### config.mk
export PLATFORM = sky130hd
export DESIGN_NAME = inst_axi_rd_bridge_flat
export DESIGN_NICKNAME = d
export VERILOG_FILES = /design/src/rtl/inst_axi_rd_bridge_if.sv /design/src/rtl/inst_axi_rd_bridge.sv /design/src/flat_wrapper.sv
export SDC_FILE = /design/constraint.sdc
export NUM_CORES = 1
export LEC_CHECK = 0
export BUFFER_PORTS_ARGS = -buffer_cell sky130_fd_sc_hd__buf_2
export CORE_MARGIN = 4
export CORE_UTILIZATION = 40
export CTS_CLUSTER_SIZE = 28
export DETAILED_ROUTE_END_ITERATION = 6
export PLACE_DENSITY = 0.81
export SYNTH_ARGS = -nofsm -noshare
export SYNTH_HDL_FRONTEND = slang
export SYNTH_SLANG_ARGS = --single-unit
export TNS_END_PERCENT = 50
### constraint.sdc
create_clock -name clk -period 1.8 [get_ports clk]
set_input_delay 0.09 -clock clk [delete_from_list [all_inputs] [get_ports clk]]
set_output_delay 0.09 -clock clk [all_outputs]
set_load 0.02 [all_outputs]
### src/rtl/inst_axi_rd_bridge_if.sv
// Fetch-side SRAM-like request port plus the AXI4 AR/R channels of inst_axi_rd_bridge.
// Defining INST_BRIDGE_ERR_EN adds the inst_err response flag.
interface inst_axi_rd_bridge_if;
   logic        inst_req;
   logic [31:0] inst_addr;
   logic        inst_addr_ok;
   logic [31:0] inst_rdata;
   logic        inst_data_ok;
`ifdef INST_BRIDGE_ERR_EN
   logic        inst_err;
`endif
   logic [3:0]  arid;
   logic [31:0] araddr;
   logic [7:0]  arlen;
   logic [2:0]  arsize;
   logic [1:0]  arburst;
   logic [1:0]  arlock;
   logic [3:0]  arcache;
   logic [2:0]  arprot;
   logic        arvalid;
   logic        arready;
   logic [3:0]  rid;
   logic [31:0] rdata;
   logic [1:0]  rresp;
   logic        rlast;
   logic        rvalid;
   logic        rready;

   // Bridge side: answers fetch requests, masters the AXI read channels.
   modport slave (
      input  inst_req, inst_addr, arready, rid, rdata, rresp, rlast, rvalid,
      output inst_addr_ok, inst_rdata, inst_data_ok,
             arid, araddr, arlen, arsize, arburst, arlock, arcache, arprot, arvalid, rready
`ifdef INST_BRIDGE_ERR_EN
      , output inst_err
`endif
   );

   modport master (
      output inst_req, inst_addr, arready, rid, rdata, rresp, rlast, rvalid,
      input  inst_addr_ok, inst_rdata, inst_data_ok,
             arid, araddr, arlen, arsize, arburst, arlock, arcache, arprot, arvalid, rready
`ifdef INST_BRIDGE_ERR_EN
      , input inst_err
`endif
   );
endinterface

### src/rtl/inst_axi_rd_bridge.sv
// Fetch request to single-beat AXI4 read bridge, up to MAX_OUTSTANDING reads in flight, in-order data.
// Optional INST_BRIDGE_ERR_EN: registered inst_err flag from rresp[1].
module inst_axi_rd_bridge #(
   parameter int unsigned MAX_OUTSTANDING = 4,
   parameter logic [3:0]  ARID_VAL        = 4'd0
) (
   input  logic                 clk,
   input  logic                 resetn,
   inst_axi_rd_bridge_if.slave  bus
);
   localparam int unsigned    CW      = $clog2(MAX_OUTSTANDING) + 1;
   localparam logic [CW-1:0]  CNT_MAX = CW'(MAX_OUTSTANDING);

   typedef enum logic [0:0] {S_IDLE = 1'b0, S_ADDR = 1'b1} ar_state_t;

   ar_state_t     r_state;
   ar_state_t     w_state_nxt;
   logic [31:0]   r_araddr;
   logic [CW-1:0] r_cnt;
   logic [CW-1:0] w_cnt_nxt;
   logic [31:0]   r_rdata;
   logic          r_data_ok;
   logic          w_slot_free;
   logic          w_addr_ok;
   logic          w_unused_ok;

   // Full check uses the registered count, so a same-cycle retire does not reopen the gate.
   assign w_slot_free = (r_state == S_IDLE) || bus.arready;
   assign w_addr_ok   = bus.inst_req && w_slot_free && (r_cnt < CNT_MAX);

   assign bus.inst_addr_ok = w_addr_ok;
   assign bus.arvalid      = (r_state == S_ADDR);
   assign bus.araddr       = r_araddr;
   assign bus.arid         = ARID_VAL;
   assign bus.arlen        = 8'd0;
   assign bus.arsize       = 3'b010;
   assign bus.arburst      = 2'b01;
   assign bus.arlock       = 2'b00;
   assign bus.arcache      = 4'd0;
   assign bus.arprot       = 3'd0;
   assign bus.rready       = 1'b1;
   assign bus.inst_rdata   = r_rdata;
   assign bus.inst_data_ok = r_data_ok;

   // AR slot next state
   always_comb begin
      w_state_nxt = r_state;
      case (r_state)
         S_IDLE: begin
            if (w_addr_ok) w_state_nxt = S_ADDR;
            else           w_state_nxt = S_IDLE;
         end
         S_ADDR: begin
            if (bus.arready && !w_addr_ok) w_state_nxt = S_IDLE;
            else                           w_state_nxt = S_ADDR;
         end
         default: w_state_nxt = S_IDLE;
      endcase
   end

   // Outstanding count; a stray beat at zero must not wrap the counter
   always_comb begin
      w_cnt_nxt = r_cnt;
      case ({w_addr_ok, bus.rvalid})
         2'b10: w_cnt_nxt = r_cnt + CW'(1);
         2'b01: begin
            if (r_cnt != '0) w_cnt_nxt = r_cnt - CW'(1);
            else             w_cnt_nxt = r_cnt;
         end
         default: w_cnt_nxt = r_cnt;
      endcase
   end

   // AR slot and counter registers
   always_ff @(posedge clk) begin
      if (!resetn) begin
         r_state  <= S_IDLE;
         r_araddr <= 32'd0;
         r_cnt    <= '0;
      end else begin
         r_state <= w_state_nxt;
         r_cnt   <= w_cnt_nxt;
         if (w_addr_ok) r_araddr <= bus.inst_addr;
      end
   end

   // R path: one-cycle data_ok pulse, data held between beats
   always_ff @(posedge clk) begin
      if (!resetn) begin
         r_data_ok <= 1'b0;
         r_rdata   <= 32'd0;
      end else begin
         r_data_ok <= bus.rvalid;
         if (bus.rvalid) r_rdata <= bus.rdata;
      end
   end

`ifdef INST_BRIDGE_ERR_EN
   logic r_err;

   assign bus.inst_err = r_err;

   // SLVERR/DECERR flag travels with the data_ok pulse
   always_ff @(posedge clk) begin
      if (!resetn) r_err <= 1'b0;
      else         r_err <= bus.rvalid && bus.rresp[1];
   end

   assign w_unused_ok = ^{bus.rid, bus.rlast, bus.rresp[0]};
`else
   assign w_unused_ok = ^{bus.rid, bus.rlast, bus.rresp};
`endif
endmodule
### src/flat_wrapper.sv
// flat-port wrapper written by rule: the top's interface ports become plain ports
module inst_axi_rd_bridge_flat 
#(
   parameter int unsigned MAX_OUTSTANDING = 4,
   parameter logic [3:0]  ARID_VAL        = 4'd0
)
  (clk, resetn, bus_inst_req, bus_inst_addr, bus_arready, bus_rid, bus_rdata, bus_rresp, bus_rlast, bus_rvalid, bus_inst_addr_ok, bus_inst_rdata, bus_inst_data_ok, bus_arid, bus_araddr, bus_arlen, bus_arsize, bus_arburst, bus_arlock, bus_arcache, bus_arprot, bus_arvalid, bus_rready);
  inst_axi_rd_bridge_if bus_i ();
  input  logic clk;
  input  logic resetn;
  input wire logic [$bits(bus_i.inst_req)-1:0] bus_inst_req;
  input wire logic [$bits(bus_i.inst_addr)-1:0] bus_inst_addr;
  input wire logic [$bits(bus_i.arready)-1:0] bus_arready;
  input wire logic [$bits(bus_i.rid)-1:0] bus_rid;
  input wire logic [$bits(bus_i.rdata)-1:0] bus_rdata;
  input wire logic [$bits(bus_i.rresp)-1:0] bus_rresp;
  input wire logic [$bits(bus_i.rlast)-1:0] bus_rlast;
  input wire logic [$bits(bus_i.rvalid)-1:0] bus_rvalid;
  output wire logic [$bits(bus_i.inst_addr_ok)-1:0] bus_inst_addr_ok;
  output wire logic [$bits(bus_i.inst_rdata)-1:0] bus_inst_rdata;
  output wire logic [$bits(bus_i.inst_data_ok)-1:0] bus_inst_data_ok;
  output wire logic [$bits(bus_i.arid)-1:0] bus_arid;
  output wire logic [$bits(bus_i.araddr)-1:0] bus_araddr;
  output wire logic [$bits(bus_i.arlen)-1:0] bus_arlen;
  output wire logic [$bits(bus_i.arsize)-1:0] bus_arsize;
  output wire logic [$bits(bus_i.arburst)-1:0] bus_arburst;
  output wire logic [$bits(bus_i.arlock)-1:0] bus_arlock;
  output wire logic [$bits(bus_i.arcache)-1:0] bus_arcache;
  output wire logic [$bits(bus_i.arprot)-1:0] bus_arprot;
  output wire logic [$bits(bus_i.arvalid)-1:0] bus_arvalid;
  output wire logic [$bits(bus_i.rready)-1:0] bus_rready;
  assign bus_i.inst_req = bus_inst_req;
  assign bus_i.inst_addr = bus_inst_addr;
  assign bus_i.arready = bus_arready;
  assign bus_i.rid = bus_rid;
  assign bus_i.rdata = bus_rdata;
  assign bus_i.rresp = bus_rresp;
  assign bus_i.rlast = bus_rlast;
  assign bus_i.rvalid = bus_rvalid;
  assign bus_inst_addr_ok = bus_i.inst_addr_ok;
  assign bus_inst_rdata = bus_i.inst_rdata;
  assign bus_inst_data_ok = bus_i.inst_data_ok;
  assign bus_arid = bus_i.arid;
  assign bus_araddr = bus_i.araddr;
  assign bus_arlen = bus_i.arlen;
  assign bus_arsize = bus_i.arsize;
  assign bus_arburst = bus_i.arburst;
  assign bus_arlock = bus_i.arlock;
  assign bus_arcache = bus_i.arcache;
  assign bus_arprot = bus_i.arprot;
  assign bus_arvalid = bus_i.arvalid;
  assign bus_rready = bus_i.rready;
  inst_axi_rd_bridge #(.MAX_OUTSTANDING(MAX_OUTSTANDING), .ARID_VAL(ARID_VAL)) u_core (.clk(clk), .resetn(resetn), .bus(bus_i));
endmodule
Word-level counts from Yosys, hierarchy flattened

Cells that the tools add are included.

Mux-type cells: 5
Shift-type cells: 0
Magnitude comparators: 1
Multipliers: 0
Eq/ne operators: 3
Reductions and logical operators: 8
Add/sub/neg operators: 2
Div/mod/pow operators: 0
Bitwise gates (word level): 1

Operators with widths:

| cell                  | number |
|---|---|
| $pmux W3 S2           | 1 |
| $add A3 B1 Y3 const B | 1 |
| $logic_and A1 B1 Y1   | 3 |
| $lt A3 B3 Y1 const B  | 1 |
| $mux W3               | 1 |
| $reduce_bool A3 Y1    | 1 |
| $sub A3 B1 Y3 const B | 1 |
| $eq A2 B1 Y1 const B  | 1 |
| $eq A2 B2 Y1 const B  | 1 |
| $mux W1               | 2 |
| $ne A2 B1 Y1 const B  | 1 |
| $pmux W1 S2           | 1 |
| $reduce_and A2 Y1     | 1 |
| $reduce_bool A2 Y1    | 1 |
| $logic_not A1 Y1      | 1 |
| $logic_or A1 B1 Y1    | 1 |
| $not A1 Y1            | 1 |

Latch bits: 0
ROM bits: 0
Memories kept: 0
Register bits: 69
Logic and storage cells: 25
RAM bits: 0

Longest topological paths before layout

Gate-level depths: netlist of the first run.

Word-level depth: 8
Gate-level depth with buffers: 9
Mapped depth without buffers: 8

Worst setup path after synthesis of the first run

Ideal clock, no wire load.

Path type: flip-flop to flip-flop
From: register u_core.r_state (netlist: u_core.bus.arvalid)
To: register u_core.r_cnt[2]
Stages on the path, launching flop included: 9
Slack: 0.035 ns
Clock period less this slack: 1.765 ns
Setup time: 0.120 ns
Arrival: 1.645 ns
Cells stage by stage: dfxtp_1 -> nand2b_4 -> nand2_4 -> buf_2 -> nand2_1 -> fa_1 -> inv_1 -> a2111oi_0 -> o31a_1

Word-level cells in the longest chain between the ends: 7

RTL lines:

| element                                                      | RTL line                 | RTL |
|---|---|---|
| start: declaration                                           | inst_axi_rd_bridge.sv:16 | `ar_state_t r_state;` |
| start signal: assignment                                     | inst_axi_rd_bridge.sv:81 | `r_state <= w_state_nxt;` |
| $not A1 Y1 (*)                                               | inst_axi_rd_bridge.sv:28 | `assign w_slot_free = (r_state == S_IDLE) \|\| bus.arready;` |
| $logic_or A1 B1 Y1 (*)                                       | inst_axi_rd_bridge.sv:28 |  |
| $logic_and A1 B1 Y1 (*) (2 in a row)                         | inst_axi_rd_bridge.sv:29 | `assign w_addr_ok = bus.inst_req && w_slot_free && (r_cnt < CNT_MAX);` |
| $eq A2 B1 Y1 or $eq A2 B2 Y1 (tied branches)                 | inst_axi_rd_bridge.sv:64 | `case ({w_addr_ok, bus.rvalid})` |
| $ne A2 B1 Y1 (no line) or $reduce_bool A2 Y1 (tied branches) | n/a                      |  |
| $reduce_and A2 Y1 (no line)                                  | n/a                      |  |
| end signal: assignment                                       | inst_axi_rd_bridge.sv:82 | `r_cnt <= w_cnt_nxt;` |
| end: declaration                                             | inst_axi_rd_bridge.sv:19 | `logic [CW-1:0] r_cnt;` |

Mark *: on every way between the ends. The rest lies on a longest branch, timed or not.
A chain may end at the register's enable or synchronous reset.

Worst setup path after layout of the first run

From: register u_core.r_cnt[2]
To: output bus_inst_addr_ok

Word-level cells in the longest chain between the ends: 2

RTL lines:

| element             | RTL line                 | RTL |
|---|---|---|
| $lt A3 B3 Y1        | inst_axi_rd_bridge.sv:29 |  |
| $logic_and A1 B1 Y1 | inst_axi_rd_bridge.sv:29 |  |
| end: declaration    | flat_wrapper.sv:19       | `output wire logic [$bits(bus_i.inst_addr_ok)-1:0] bus_inst_addr_ok;` |

Every way passes these cells.

==> results.sh, run 1 <==
export IMPL_antenna_cells=0
export IMPL_intPower_mw=2.66
export IMPL_drc=0
export IMPL_yosys_area_top_type="dfxtp_1"
export IMPL_clock_sinks=69
export IMPL_nets=553
export IMPL_worstPathMaxFanout=35
export IMPL_crit_type="reg2out"
export IMPL_synthFlopType="dfxtp_1"
export IMPL_synth_warnings=0
export IMPL_critPathArrivalTime_ns=1.55
export IMPL_final_cells=580
export IMPL_p_sw_mw=1.13
export IMPL_syn_to_final_growth_pct=40.0
export IMPL_via_per_inst=4.51
export IMPL_startpoint_type="flip-flop"
export IMPL_vias=2615
export IMPL_initial_core_util=0.411
export IMPL_clock_latency_ns=0.33
export IMPL_ant_nets=0
export IMPL_status="finished clean"
export IMPL_cts_htree_levels=3
export IMPL_synth_top_area_frac=0.466
export IMPL_cts_buffers=9
export IMPL_io_pins=170
export IMPL_drv_slew=0
export IMPL_grt_pass1_wl_um=11700
export IMPL_wl_um=7440
export IMPL_syn_avg_cell_area_um2=9.60
export IMPL_final_hold_viol_count=0
export IMPL_timing_final_crit_share=0.910
export IMPL_hpwl_um=4970
export IMPL_cellPowerDensity_nw_per_um2=914
export IMPL_die_area_um2=8860
export IMPL_async_flop_share=0
export IMPL_die_w_um=94.1
export IMPL_rsz0062_at_grt="false"
export IMPL_critical_path_buf_inv_count=3
export IMPL_dr_pass1_iters=4
export IMPL_syn_area_um2=2970
export IMPL_critPathRequiredTime_ns=1.71
export IMPL_place_area_um2=3590
export IMPL_timing_fmax_ghz=0.611
export IMPL_final_area_um2=4150
export IMPL_fillers=672
export IMPL_gp_routability_congestion=0.682
export IMPL_placed_cells=528
export IMPL_max_cap_violations=0
export IMPL_cts_setup_buffers=0
export IMPL_peakVddDrop_v=0.000622
export IMPL_min_path_type="in2reg"
export IMPL_root_buffer="clkbuf_8"
export IMPL_cts_tree="done"
export IMPL_io_buffers=135
export IMPL_dieHeight_um=94.1
export IMPL_wl_per_cell_um=12.8
export IMPL_skew_ns=0.00619
export IMPL_synth_cell_types=31
export IMPL_grt_max_degree=36
export IMPL_finalSetupViolCount=0
export IMPL_path_cells="nor2b_4 -> nand2_4 -> buf_4 -> inv_6 -> buf_2"
export IMPL_grt_pass1_vias=2603
export IMPL_max_stage_delay_ns=0.38
export IMPL_antenna_found_initial=0
export IMPL_static_leakage_power_nw=2.05
export IMPL_ys_seq_area_frac=0.466
export IMPL_seqPwrFrac=0.453
export IMPL_synth_seq_cells=69
export IMPL_fin_setup_tns_ns=0
export IMPL_switching_share=0.299
export IMPL_synth_edf_count=0
export IMPL_synth_area_leaders="dfxtp_1 47%, mux2i_1 11%, nand2_1 8.4%"
export IMPL_cpMaxStageDelayCell="dfxtp_1"
export IMPL_drive_above_1_share=0.353
export IMPL_grt_total_usage=0.166
export IMPL_share_comb_of_total_power=0.216
export IMPL_period_needed_ns=1.64
export IMPL_grt_overflow=0
export IMPL_crit_family="buffers and inverters"
export IMPL_clk_pin_slew_ns=0.08
export IMPL_end_kind="output pin"
export IMPL_core_area_um2=7210
export IMPL_clockBufferDepth=2
export IMPL_p_clk_frac=0.332
export IMPL_drt_iter0_drc=67
export IMPL_syn_inst=309
export IMPL_placement_rows=31
[path summary, 6_finish.rpt]
path                                           start                         to  slack [ns]  cells after the start
worst min register to register  u_core.bus.araddr[3]       u_core.bus.araddr[3]        0.45                      2
worst max-delay path                 u_core.r_cnt[2]           bus_inst_addr_ok        0.16                      5
worst min-delay path                   bus_rdata[12]  u_core.bus.inst_rdata[12]        0.02                      3
worst max register to register       u_core.r_cnt[2]            u_core.r_cnt[2]        0.24                      7
[worst register-to-register path: cells and delay by family (launching register included)]
kind / cells / cell delay, ns
flops: 1 / 0.47
fa+ha+maj: 1 / 0.38
compound gates: 2 / 0.29
simple gates: 3 / 0.21
buf+inv: 1 / 0.09
[cell usage in the layout (no fill, tap or decap), types with 3 or more instances in the layout]
master	instances
a21boi_2	8
clkinvlp_4	3
clkbuf_8	10
buf_4	6
nor2b_1	33
nand2_1	66
dlygate4sd3_1	36
conb_1	27
a21boi_0	5
mux2i_1	33
dfxtp_1	69
buf_2	135
a21boi_1	20
nor2_1	3
inv_1	3
[metal layers]
metal  global-route usage  vias up  share of wire
li1                     -     1279              -
met1                0.169     1216           0.37
met2                0.311      100           0.54
met3               0.0481       20          0.063
met4               0.0722        0          0.026
met5                    0        -              0
[repair_timing]
item / in CTS / in global routing
setup endpoints to repair: 0 / 1
resized for setup: 0 / 1
hold buffers: 36 / 0
endpoints found under the hold margin: 36 / 0
[synthesized netlist by cell type, types with 3 or more instances]
cell,number
a21boi_1,20
nor2_1,3
dfxtp_1,69
buf_6,3
inv_1,3
buf_2,6
a21boi_2,8
mux2i_1,33
a21boi_0,5
nor2b_1,33
nand2_1,66
clkbuf_1,7
buf_4,30
[area by class of cell]
class	instances	area (um^2)	area share
Clock inverter	6	62.6	0.0151
Clock buffer	10	138	0.0331
Tap cell	99	124	0.0298
Multi-Input combinational cell	215	1350	0.324
Sequential cell	69	1380	0.333
Timing Repair Buffer	177	1080	0.260
Inverter	4	20.0	0.00482
[flip-flops by register name, indices dropped and copies added, names as in the netlist]
register,flops
u_core.bus.arvalid,1
u_core.bus.inst_data_ok,1
u_core.bus.inst_rdata,32
u_core.r_cnt,3
u_core.bus.araddr,32
[power groups by stage]
stage	sequential, mW	combinational [mW]	clock [mW]
2_1_floorplan	1.87	0.445	0
3_3_place_gp	1.74	0.741	0
3_5_place_dp	1.75	0.761	0
4_1_cts	1.72	0.822	1.31
5_1_grt	1.73	0.899	1.37
6_report	1.72	0.819	1.26
[logic make-up (layout without fill, tap and decap cells)]
family | count (synthesis) | count (layout) | share of synthesized area
AOI/OAI and AO/OA | 38 | 38 | 0.105
adders and majority gates | 1 | 1 | 0.00675
buffers and inverters | 50 | 197 | 0.112
DFF | 69 | 69 | 0.466
muxes | 34 | 34 | 0.115
other | 2 | 27 | 0.00253
and+or+nand+nor | 115 | 115 | 0.192
[per-stage QoR]
stage	total power, mW	hold slack, ns	setup slack (ns)	util
final	3.79	0.0190	0.162	0.576
after global routing	4.00	0.0188	0.0437	0.576
after CTS	3.85	0.000488	0.0374	0.575
after detailed placement	2.51	0.335	0.253	0.498
after global placement	2.48	0.329	0.297	0.498
after floorplan	2.32	0.225	0.0351	-
(Power assumes the default switching activity.)
==> run 2: changes to the inputs <==
Settings changed: PLACE_DENSITY 0.81 to default, PLACE_DENSITY_LB_ADDON from default to 0.1.
==> results.sh, run 2 (synthesized netlist as in run 1, its figures left out) <==
export IMPL_timing_final_crit_share=0.918
export IMPL_ant_nets=0
export IMPL_root_buffer="clkbuf_8"
export IMPL_cts_resized=0
export IMPL_cts_htree_levels=3
export IMPL_max_cap_violations=0
export IMPL_drive_above_1_share=0.344
export IMPL_antenna_cells=0
export IMPL_cts_buffers=9
export IMPL_antenna_found_initial=0
export IMPL_switching_share=0.279
export IMPL_gp_routability_congestion=0.765
export IMPL_io_pins=170
export IMPL_vias=2533
export IMPL_period_needed_ns=1.65
export IMPL_finalSetupViolCount=0
export IMPL_dieHeight_um=94.1
export IMPL_status="finished clean"
export IMPL_cellPowerDensity_nw_per_um2=934
export IMPL_regArea_um2=1380
export IMPL_static_leakage_power_nw=2.09
export IMPL_final_hold_viol_count=0
export IMPL_utilization=0.587
export IMPL_wl_um=6980
export IMPL_share_comb_of_total_power=0.208
export IMPL_p_sw_mw=1.10
export IMPL_clock_sinks=69
export IMPL_initial_core_util=0.411
export IMPL_cts_setup_buffers=0
export IMPL_layout_commonest_cell="buf_2"
export IMPL_end_kind="flip-flop"
export IMPL_cts_tree="done"
export IMPL_final_cell_mix="135 x buf_2, 69 x dfxtp_1, 66 x nand2_1"
export IMPL_grt_pass1_vias=2395
export IMPL_crit_type="reg2reg"
export IMPL_drc=0
export IMPL_syn_to_final_growth_pct=42.7
export IMPL_die_w_um=94.1
export IMPL_nets=557
export IMPL_drt_iter0_drc=95
export IMPL_via_per_inst=4.34
export IMPL_relSlewSlack=0.635
export IMPL_skew_ns=0.00505
export IMPL_grt_pass1_wl_um=11000
export IMPL_grt_overflow=0
export IMPL_hpwl_um=4640
export IMPL_die_area_um2=8860
export IMPL_intPower_mw=2.85
export IMPL_placement_rows=31
export IMPL_peakVddDrop_v=0.000528
export IMPL_drv_slew=0
export IMPL_critPathArrivalTime_ns=1.87
export IMPL_io_buffers=135
export IMPL_clockBufferDepth=2
export IMPL_grt_total_usage=0.156
export IMPL_p_clk_frac=0.358
export IMPL_core_area_um2=7210
export IMPL_startpoint_type="flip-flop"
export IMPL_timing_fmax_ghz=0.605
export IMPL_wl_per_cell_um=11.9
export IMPL_grt_max_degree=39
export IMPL_multi_input_area_um2=1350
export IMPL_dr_pass1_iters=4
export IMPL_worstPathMaxFanout=9
export IMPL_fillers=677
export IMPL_rsz0062_at_grt="false"
export IMPL_fin_setup_tns_ns=0
export IMPL_clock_latency_ns=0.33
export IMPL_clk_pin_slew_ns=0.08
export IMPL_tightest_slew_ns=0.548
export IMPL_critPathRequiredTime_ns=2.02
export IMPL_seqPwrFrac=0.433
export IMPL_min_path_type="in2reg"
## run 2: critical path: stages, from the launching register on
cell and delay (ns):
dfxtp_1 0.48, nor2b_4 0.07, nand2_4 0.14, nand2_1 0.08, fa_1 0.39, inv_1 0.09
a2111oi_0 0.06, o31a_1 0.24
## run 2: timing repair
item,CTS,global route
endpoints found under the setup margin,0,0
endpoints found under the hold margin,42,0
hold buffers,42,0
## run 2: area by class of cell
type                            count  area share
Sequential cell                    69       0.326
Inverter                            4     0.00414
Timing Repair Buffer              181       0.269
Clock buffer                       12      0.0367
Tap cell                           99      0.0293
Multi-Input combinational cell    215       0.318
Clock inverter                      4      0.0166
## run 2: power groups by stage
stage	registers [mW]	logic, mW	clock network [mW]
final	1.71	0.824	1.42
after global routing	1.73	0.907	1.53
after CTS	1.71	0.833	1.46
after detailed placement	1.75	0.762	0
after global placement	1.74	0.749	0
after floorplan	1.87	0.445	0
## run 2: through the flow
step	hold slack, ns	instances	power (mW)	worst slack [ns]	area (um^2)
5_1_grt	0.00661	584	4.17	0.0700	4230
3_5_place_dp	0.338	526	2.51	0.168	3590
4_1_cts	0.000309	584	4.01	0.157	4230
6_report	0.0134	584	3.95	0.147	4230
3_3_place_gp	0.329	526	2.49	0.231	3590
2_1_floorplan	0.225	334	2.32	0.0351	3060
## run 2: final timing paths
kind	start	to	slack [ns]	cells past startpoint
hold reg to reg	u_core.bus.araddr[8]	u_core.bus.araddr[8]	0.45	2
hold / removal	bus_rdata[3]	u_core.bus.inst_rdata[3]	0.01	3
setup reg to reg	u_core.r_cnt[2]	u_core.r_cnt[2]	0.15	7
setup / recovery	u_core.r_cnt[2]	u_core.r_cnt[2]	0.15	7
## run 2: routing by layer
metal / up-vias / global-route usage / routed length, um
met5: - / 0 / 0
met4: 0 / 0.0770 / 154
met2: 91 / 0.280 / 3570
li1: 1285 / - / -
met1: 1144 / 0.169 / 2750
met3: 13 / 0.0369 / 496
